==> config.mk <==
export PLATFORM = sky130hd
export DESIGN_NAME = mem_bus_arbiter
export DESIGN_NICKNAME = d
export VERILOG_FILES = /design/src/rtl/mem_bus_pkg.sv /design/src/rtl/mem_wait_counter.sv /design/src/rtl/mem_bus_arbiter.sv
export SDC_FILE = /design/constraint.sdc
export NUM_CORES = 1
export LEC_CHECK = 0
export CORE_MARGIN = 2
export CORE_UTILIZATION = 26
export CTS_BUF_LIST = sky130_fd_sc_hd__clkbuf_4
export CTS_CLUSTER_DIAMETER = 150
export DETAILED_ROUTE_END_ITERATION = 7
export PLACE_DENSITY = 0.54
export RECOVER_POWER = 50
export SYNTH_ARGS = -nofsm -noshare
export SYNTH_HDL_FRONTEND = slang
export SYNTH_SLANG_ARGS = --single-unit
==> constraint.sdc <==
create_clock -name CLK -period 2.4 [get_ports CLK]
set_clock_uncertainty 0.05 [all_clocks]
set_input_delay 0.6 -clock CLK [delete_from_list [all_inputs] [get_ports CLK]]
set_output_delay 0.6 -clock CLK [all_outputs]
set_load 0.005 [all_outputs]
==> src/rtl/mem_bus_pkg.sv <==
// rtl/mem_bus_pkg.sv - shared constants for the memory bus arbiter
package mem_bus_pkg;

    localparam int MEM_ADDR_W = 16;
    localparam int MEM_DATA_W = 8;
    localparam int WAIT_W     = 4;

    localparam int PORT_CPU = 0;
    localparam int PORT_DMA = 1;

    localparam logic [1:0] ST_IDLE   = 2'd0;
    localparam logic [1:0] ST_ACCESS = 2'd1;
    localparam logic [1:0] ST_DONE   = 2'd2;

    localparam logic [MEM_ADDR_W-1:0] DEFAULT_RAM_BASE = 16'h8000;

    // Region decode: anything at or above the base is RAM, below is ROM
    function automatic logic is_ram(input logic [MEM_ADDR_W-1:0] addr,
                                    input logic [MEM_ADDR_W-1:0] base);
        return (addr >= base);
    endfunction

endpackage

==> src/rtl/mem_wait_counter.sv <==
// rtl/mem_wait_counter.sv - 4-bit loadable wait-state down-counter
module mem_wait_counter
    import mem_bus_pkg::*;
(
    input  logic              CLK,
    input  logic              RST_bar,
    input  logic              LOAD,
    input  logic              DEC,
    input  logic [WAIT_W-1:0] LOAD_VAL,
    output logic              ZERO
);

    logic [WAIT_W-1:0] count_q;
    logic [WAIT_W-1:0] count_d;

    // Load wins over decrement; the counter saturates at zero
    always_comb begin
        count_d = count_q;
        if (LOAD) begin
            count_d = LOAD_VAL;
        end else if (DEC && (count_q != '0)) begin
            count_d = count_q - 1'b1;
        end
    end

    // Counter register
    always_ff @(posedge CLK or negedge RST_bar) begin
        if (!RST_bar) begin
            count_q <= '0;
        end else begin
            count_q <= count_d;
        end
    end

    assign ZERO = (count_q == '0);

endmodule

==> src/rtl/mem_bus_arbiter.sv <==
// rtl/mem_bus_arbiter.sv - two-port memory bus arbiter/sequencer (MEM_BUS_ARBITER_CPU_PRIORITY_EN selects fixed CPU priority)
module mem_bus_arbiter
    import mem_bus_pkg::*;
#(
    parameter int unsigned            ROM_WAIT = 2,
    parameter int unsigned            RAM_WAIT = 1,
    parameter logic [MEM_ADDR_W-1:0]  RAM_BASE = DEFAULT_RAM_BASE
) (
    input  logic                  CLK,
    input  logic                  RST_bar,
    input  logic [1:0]            REQ,
    input  logic [1:0]            WE,
    input  logic [MEM_ADDR_W-1:0] ADDR0,
    input  logic [MEM_ADDR_W-1:0] ADDR1,
    input  logic [MEM_DATA_W-1:0] WDATA0,
    input  logic [MEM_DATA_W-1:0] WDATA1,
    output logic [1:0]            GNT,
    output logic [1:0]            ACK,
    output logic [MEM_DATA_W-1:0] RDATA,
    output logic [MEM_ADDR_W-1:0] MEM_ADDR,
    output logic [MEM_DATA_W-1:0] MEM_WDATA,
    output logic                  MEM_OE_bar,
    output logic                  MEM_WE_bar,
    input  logic [MEM_DATA_W-1:0] MEM_RDATA
);

    localparam logic [WAIT_W-1:0] ROM_W = WAIT_W'(ROM_WAIT);
    localparam logic [WAIT_W-1:0] RAM_W = WAIT_W'(RAM_WAIT);

    logic [1:0]            state_q,     state_d;
    logic [1:0]            gnt_q,       gnt_d;
    logic [1:0]            ack_q,       ack_d;
    logic [MEM_DATA_W-1:0] rdata_q,     rdata_d;
    logic [MEM_ADDR_W-1:0] mem_addr_q,  mem_addr_d;
    logic [MEM_DATA_W-1:0] mem_wdata_q, mem_wdata_d;
    logic                  oe_bar_q,    oe_bar_d;
    logic                  we_bar_q,    we_bar_d;
    logic                  lat_we_q,    lat_we_d;
    logic                  lat_ram_q,   lat_ram_d;

    logic                  win_dma;
    logic [MEM_ADDR_W-1:0] win_addr;
    logic                  win_we;
    logic                  win_ram;
    logic [WAIT_W-1:0]     win_wait;
    logic                  start;
    logic                  cnt_zero;

    assign start = (state_q == ST_IDLE) && (REQ != 2'b00);

`ifdef MEM_BUS_ARBITER_CPU_PRIORITY_EN
    // Fixed priority: DMA only gets the bus when the CPU is not asking
    always_comb begin
        win_dma = ~REQ[PORT_CPU];
    end
`else
    logic last_q, last_d;

    // Round-robin: on a tie the port not granted last time wins
    always_comb begin
        if (REQ == 2'b11) begin
            win_dma = ~last_q;
        end else begin
            win_dma = REQ[PORT_DMA];
        end
    end

    // Remember the winner at grant time (1 = DMA)
    always_comb begin
        last_d = last_q;
        if (start) begin
            last_d = win_dma;
        end
    end

    // Pointer resets to DMA so the CPU takes the first tie
    always_ff @(posedge CLK or negedge RST_bar) begin
        if (!RST_bar) begin
            last_q <= 1'b1;
        end else begin
            last_q <= last_d;
        end
    end
`endif

    // Winner's request fields and its region-dependent wait count
    always_comb begin
        win_addr = win_dma ? ADDR1 : ADDR0;
        win_we   = win_dma ? WE[PORT_DMA] : WE[PORT_CPU];
        win_ram  = is_ram(win_addr, RAM_BASE);
        win_wait = win_ram ? RAM_W : ROM_W;
    end

    mem_wait_counter u_wait (
        .CLK      (CLK),
        .RST_bar  (RST_bar),
        .LOAD     (start),
        .DEC      (state_q == ST_ACCESS),
        .LOAD_VAL (win_wait),
        .ZERO     (cnt_zero)
    );

    // Access sequencer: grant, strobe for W+1 cycles, acknowledge for one
    always_comb begin
        state_d     = state_q;
        gnt_d       = gnt_q;
        ack_d       = ack_q;
        rdata_d     = rdata_q;
        mem_addr_d  = mem_addr_q;
        mem_wdata_d = mem_wdata_q;
        oe_bar_d    = oe_bar_q;
        we_bar_d    = we_bar_q;
        lat_we_d    = lat_we_q;
        lat_ram_d   = lat_ram_q;
        case (state_q)
            ST_IDLE: begin
                ack_d    = 2'b00;
                oe_bar_d = 1'b1;
                we_bar_d = 1'b1;
                if (start) begin
                    state_d     = ST_ACCESS;
                    gnt_d       = win_dma ? 2'b10 : 2'b01;
                    mem_addr_d  = win_addr;
                    mem_wdata_d = win_dma ? WDATA1 : WDATA0;
                    lat_we_d    = win_we;
                    lat_ram_d   = win_ram;
                    // Reads strobe OE from the first cycle; writes hold WE off for address setup
                    oe_bar_d    = win_we;
                end
            end
            ST_ACCESS: begin
                if (cnt_zero) begin
                    state_d  = ST_DONE;
                    ack_d    = gnt_q;
                    oe_bar_d = 1'b1;
                    we_bar_d = 1'b1;
                    if (!lat_we_q) begin
                        rdata_d = MEM_RDATA;
                    end
                end else begin
                    oe_bar_d = lat_we_q;
                    // Writes into the ROM region never strobe WE
                    we_bar_d = ~(lat_we_q & lat_ram_q);
                end
            end
            ST_DONE: begin
                state_d  = ST_IDLE;
                gnt_d    = 2'b00;
                ack_d    = 2'b00;
                oe_bar_d = 1'b1;
                we_bar_d = 1'b1;
            end
            default: begin
                state_d  = ST_IDLE;
                gnt_d    = 2'b00;
                ack_d    = 2'b00;
                oe_bar_d = 1'b1;
                we_bar_d = 1'b1;
            end
        endcase
    end

    // Sequencer and output registers
    always_ff @(posedge CLK or negedge RST_bar) begin
        if (!RST_bar) begin
            state_q     <= ST_IDLE;
            gnt_q       <= 2'b00;
            ack_q       <= 2'b00;
            rdata_q     <= '0;
            mem_addr_q  <= '0;
            mem_wdata_q <= '0;
            oe_bar_q    <= 1'b1;
            we_bar_q    <= 1'b1;
            lat_we_q    <= 1'b0;
            lat_ram_q   <= 1'b0;
        end else begin
            state_q     <= state_d;
            gnt_q       <= gnt_d;
            ack_q       <= ack_d;
            rdata_q     <= rdata_d;
            mem_addr_q  <= mem_addr_d;
            mem_wdata_q <= mem_wdata_d;
            oe_bar_q    <= oe_bar_d;
            we_bar_q    <= we_bar_d;
            lat_we_q    <= lat_we_d;
            lat_ram_q   <= lat_ram_d;
        end
    end

    assign GNT        = gnt_q;
    assign ACK        = ack_q;
    assign RDATA      = rdata_q;
    assign MEM_ADDR   = mem_addr_q;
    assign MEM_WDATA  = mem_wdata_q;
    assign MEM_OE_bar = oe_bar_q;
    assign MEM_WE_bar = we_bar_q;

endmodule

# Yosys cells after proc, flatten, opt, wreduce, memory -nomap -nowiden
# Cells that the tools add are included.
[totals]
input_bits = 62
ff_bits = 47
word_cells = 54
[op_classes]
reduce_logical = 11
bitwise = 5
n_addsub = 1
mux = 20
n_eq_ne = 4
magnitude_cmp = 1
[ops]
columns = ["cell", "count"]
rows = [
  [">= comparator 16 bit, second input constant", 1],
  ["2-to-1 mux 16 bit", 1],
  ["2-to-1 mux 2 bit", 7],
  ["2-to-1 mux 4 bit", 2],
  ["2-to-1 mux 8 bit", 1],
  ["case mux 2 bit (2 select lines)", 2],
  ["2-to-1 mux 1 bit", 6],
  ["AND reduction 2 bit", 3],
  ["zero test 4 bit", 1],
  ["inequality test 2 bit, second input constant", 2],
  ["inverter 1 bit", 4],
  ["nonzero test 2 bit", 2],
  ["nonzero test 4 bit", 1],
  ["subtractor 4 x 1 -> 4 bit, second input constant", 1],
  ["AND reduction 3 bit", 1],
  ["== test 2 x 1 -> 1 bit, second input constant", 1],
  ["== test 2 bit, second input constant", 1],
  ["logical AND 1 bit", 2],
  ["zero test 2 bit", 1],
  ["case mux 1 bit (2 select lines)", 1],
  ["bitwise AND 1 bit", 1],
]

# Longest topological paths before layout
[logic_depth]
depth_word = 6
mapped_depth = 7

# Cells and area by module
# From an unflattened synthesis, not the netlist that was laid out.
[hier_totals]
cells_unflattened = 224
area_unflattened_um2 = 2262.2
[modules_own_cells]
columns = ["mod", "cells_each", "n_inst", "area_per_inst_um2", "seq_area_each_um2"]
rows = [
  ["mem_bus_arbiter", 197, 1, 1991.9, 1079.8],
  ["mem_wait_counter", 27, 1, 270.3, 100.1],
]

# Worst setup path before layout
# OpenSTA, ideal clock, no wires.
[synth_timing]
path_kind = "register to register"
startpoint = "register u_wait.count_q[0]"
endpoint = "register rdata_q[0] (netlist: RDATA[0])"
period_less_slack_ps = 1737
t_arrival_ps = 1562
path_stages_with_launch = 8
setup_time_ps = 125
setup_slack_ps = 663
cell_sequence = "dfrtp_1 -> inv_1 -> ha_1 -> nor3b_2 -> and3b_1 -> and2_1 -> buf_6 -> mux2_2"
[synth_between]
elab_chain_cells = 2
[synth_lines]
columns = ["element", "line_no", "rtl"]
rows = [
  ["from (decl)", "mem_wait_counter.sv:13", "logic [WAIT_W-1:0] count_q;"],
  ["from (signal assigned)", "mem_wait_counter.sv:31", "count_q <= count_d;"],
  ["zero test 4 bit", "mem_wait_counter.sv:35", "assign ZERO = (count_q == '0);"],
  ["AND reduction 3 bit (no source line)", "--", ""],
  ["to (signal assigned)", "mem_bus_arbiter.sv:180", "rdata_q <= rdata_d;"],
  ["to (decl)", "mem_bus_arbiter.sv:33", "logic [MEM_DATA_W-1:0] rdata_q, rdata_d;"],
]
# Every way passes these cells.
# A chain may end at the register's enable or synchronous reset.

# Worst setup path in the final report
[layout_timing]
startpoint = "input port REQ[0]"
endpoint = "register mem_addr_q[6] (netlist: MEM_ADDR[6])"
[layout_between]
elab_chain_cells = 3
elab_cells_between_ends = 6
cone_classes = "eq/ne: 1; mux: 2; reduce/logical: 3"
[layout_lines]
columns = ["element", "line_no", "rtl"]
rows = [
  ["from (decl)", "mem_bus_arbiter.sv:11", "input logic [1:0] REQ,"],
  ["== test 2 bit / nonzero test 2 bit (equally long branches)", "mem_bus_arbiter.sv:61, mem_bus_arbiter.sv:49", ""],
  ["2-to-1 mux 1 bit / logical AND 1 bit (equally long branches)", "mem_bus_arbiter.sv:61, mem_bus_arbiter.sv:49", ""],
  ["2-to-1 mux 16 bit / AND reduction 2 bit (equally long branches)", "--", ""],
  ["to (signal assigned)", "mem_bus_arbiter.sv:181", "mem_addr_q <= mem_addr_d;"],
  ["to (decl)", "mem_bus_arbiter.sv:34", "logic [MEM_ADDR_W-1:0] mem_addr_q, mem_addr_d;"],
]
# Parallel ways exist; a longest one is shown, timed or not.

==> run metrics <==
WL met2 2.19 mm; Layout area overhead 57.7%; hpwl dp 3.55 mm; actual slew at the worst max-slew pin 1110 ps; Fmax achieved 0.465 GHz; Total Die Area 8720 sq um; cell count after placement 379; crit-path max FO 24; overall routed net length 4.83 mm; cts hold-fix bufs 0; final-layout fill cell count 760; routed length on met3 448 microns; RSZ-0062 raised after global routing no; Worst slew margin 26.2%; Clock H-tree levels 2; GRT Residual Overflow 0; post-DR wirelength/cell 12.5 microns; worst hold slack 340 ps; Syn Area/Cell 11.4 sq um; commonest non-fill, non-tap cell in the layout clkdlybuf4s50_1; syn_nets 245; Starting Density 26.9%; crit share post-route 89.7%; EDFF count, synth 0; share of post-route cells with drive strength above 1 9.12%; CP Data Arrival Time 2360 ps; DRC viols 0; initial DRC count 22; Final Max Tran Viols 0; Distinct cells, synth 32; Yosys top cell area share 53.0%; Std-Cell Rows 32; CTS Root Cell clkbuf_4; Post-CTS Setup Bufs 0; filler-free cell count of the finished design 387; RePlAce Congestion 0.687; count of cells resized by post-cts repair 0; Antenna Cells 0; crit start category input port; most frequent cells in the layout 97 x clkdlybuf4s50_1, 44 x dfrtp_1, 27 x nand2_1; Yosys warnings 0; synth top area cells dfrtp_1 53%, mux2i_1 13%, o21ai_0 6.3%; WL met1 2.12 mm; die span in y 93.4 microns; Max Cap Viol 0; Reg clk slew, reported paths 160 ps; LEAKAGE 0.00141 uW; Synth area leader dfrtp_1; CTS tree done; Tmin final 2150 ps; Setup violations, final 0; predominant post-synthesis flop cell dfrtp_1; Core Box Area 7730 sq um; Area after DPL 3230 sq um; GR Util All Layers 11.3%; cell area after layout 3270 sq um; peak supply drop 0.000367 V; Die X 93.4 microns; Hold Vio Cnt, Final 0; Routed Antenna Nets 0; setup TNS 0 ps; vias in the first global route 1625; FF/Latch Area 1180 sq um; Critical Path RT 2600 ps; Clk Latency, worst-skew pair 370 ps; Clock Tree Buf Depth 2; via/cell ratio 4.25; synthesized cell area 2080 sq um; Seq/Total Area, Yosys 56.8%; asr flop ratio synth 100%; area of the multi-input gates 818 sq um; Max Used Layer met4; nets 347; first-pass GRT wire length 7.73 mm; status completed; largest net degree at the start of global routing 50; initial antenna violation count 0; HP Class input port to asynchronous set/reset pin; Yosys reg bits 47; PwrDens 1070 nW/um^2; IO buf count 99; IO Count 100; clk sinks 47; cts bufs inserted 5; critical path type input port to flop; drt pass-1 iters 4; crit path capture type flop; Power, Total 3490 uW; synthesized instance count 182; vias post-DR 1646
## per-layer routing
layer  vias up  GRT usage (%)
li1        829              -
met1       748           14.1
met2        61           18.0
met3         8           4.19
met4         0           3.68
met5         -              0
## Yosys cell counts (2+ instances only)
library cell,number
dfrtp_1,44
nand2_1,27
mux2i_1,26
o21ai_0,26
mux2_2,8
inv_1,6
a21oi_1,5
nor2_1,4
buf_6,3
clkbuf_1,3
dfstp_2,3
o21a_1,3
a22o_1,2
a22oi_1,2
buf_2,2
nor3b_2,2
## flip-flops by register name, summed over array words and instances, names as in the netlist, 2 cells and up
| register | flops |
|---|---|
| MEM_ADDR | 16 |
| MEM_WDATA | 8 |
| RDATA | 8 |
| u_wait.count_q | 4 |
| ACK | 2 |
| GNT | 2 |
| state_q | 2 |
## report_power, final
part           switching [uW]  internal, uW
sequential                222          1180
clock                     273           225
combinational             618           971
total                    1110          2380
## logic make-up after synthesis
family                     Yosys count  synth area share, %
buffers and inverters               15                 4.10
muxes                               34                 16.9
xor gates and xnor gates             1                0.422
adders and majority gates            1                0.602
DFF                                 47                 56.8
AOI/OAI and AO/OA                   44                 12.3
and+or+nand+nor                     40                 8.92
## cell type report
cell class | count | share of cell area (%)
repair buffers | 104 | 31.8
well taps | 102 | 3.90
multi-input cells | 120 | 25.0
flip-flops and latches | 47 | 36.0
clock buffers | 5 | 1.15
inverters | 6 | 0.688
clock inverters | 3 | 1.45
## stage by stage
stage / worst slack [ps] / util, %
CTS: 319 / 42.8
finish: 248 / 42.4
floorplan: 663 / -
detailed placement: 247 / 41.7
global placement: 258 / 41.7
global route: 131 / 42.4
## worst max-delay path, cell delays in order
cell and delay, ps:
dlygate4sd3_1 630, a21boi_0 520, buf_12 290, mux2i_1 220, o21ai_0 90
## path summary, 6_finish.rpt
kind                                   start      endpoint  slack (ps)  depth (start not counted)
max                                   REQ[0]   MEM_ADDR[6]         250                          5
min                                  RST_bar      RDATA[0]         340                          1
max reg2reg                u_wait.count_q[0]      RDATA[0]         390                          6
min reg2reg                        lat_ram_q    MEM_WE_bar         380                          1
max in group asynchronous            RST_bar  MEM_WDATA[6]         650                          2
min in group CLK                   lat_ram_q    MEM_WE_bar         380                          1
Power figures use the tool's default switching activity.
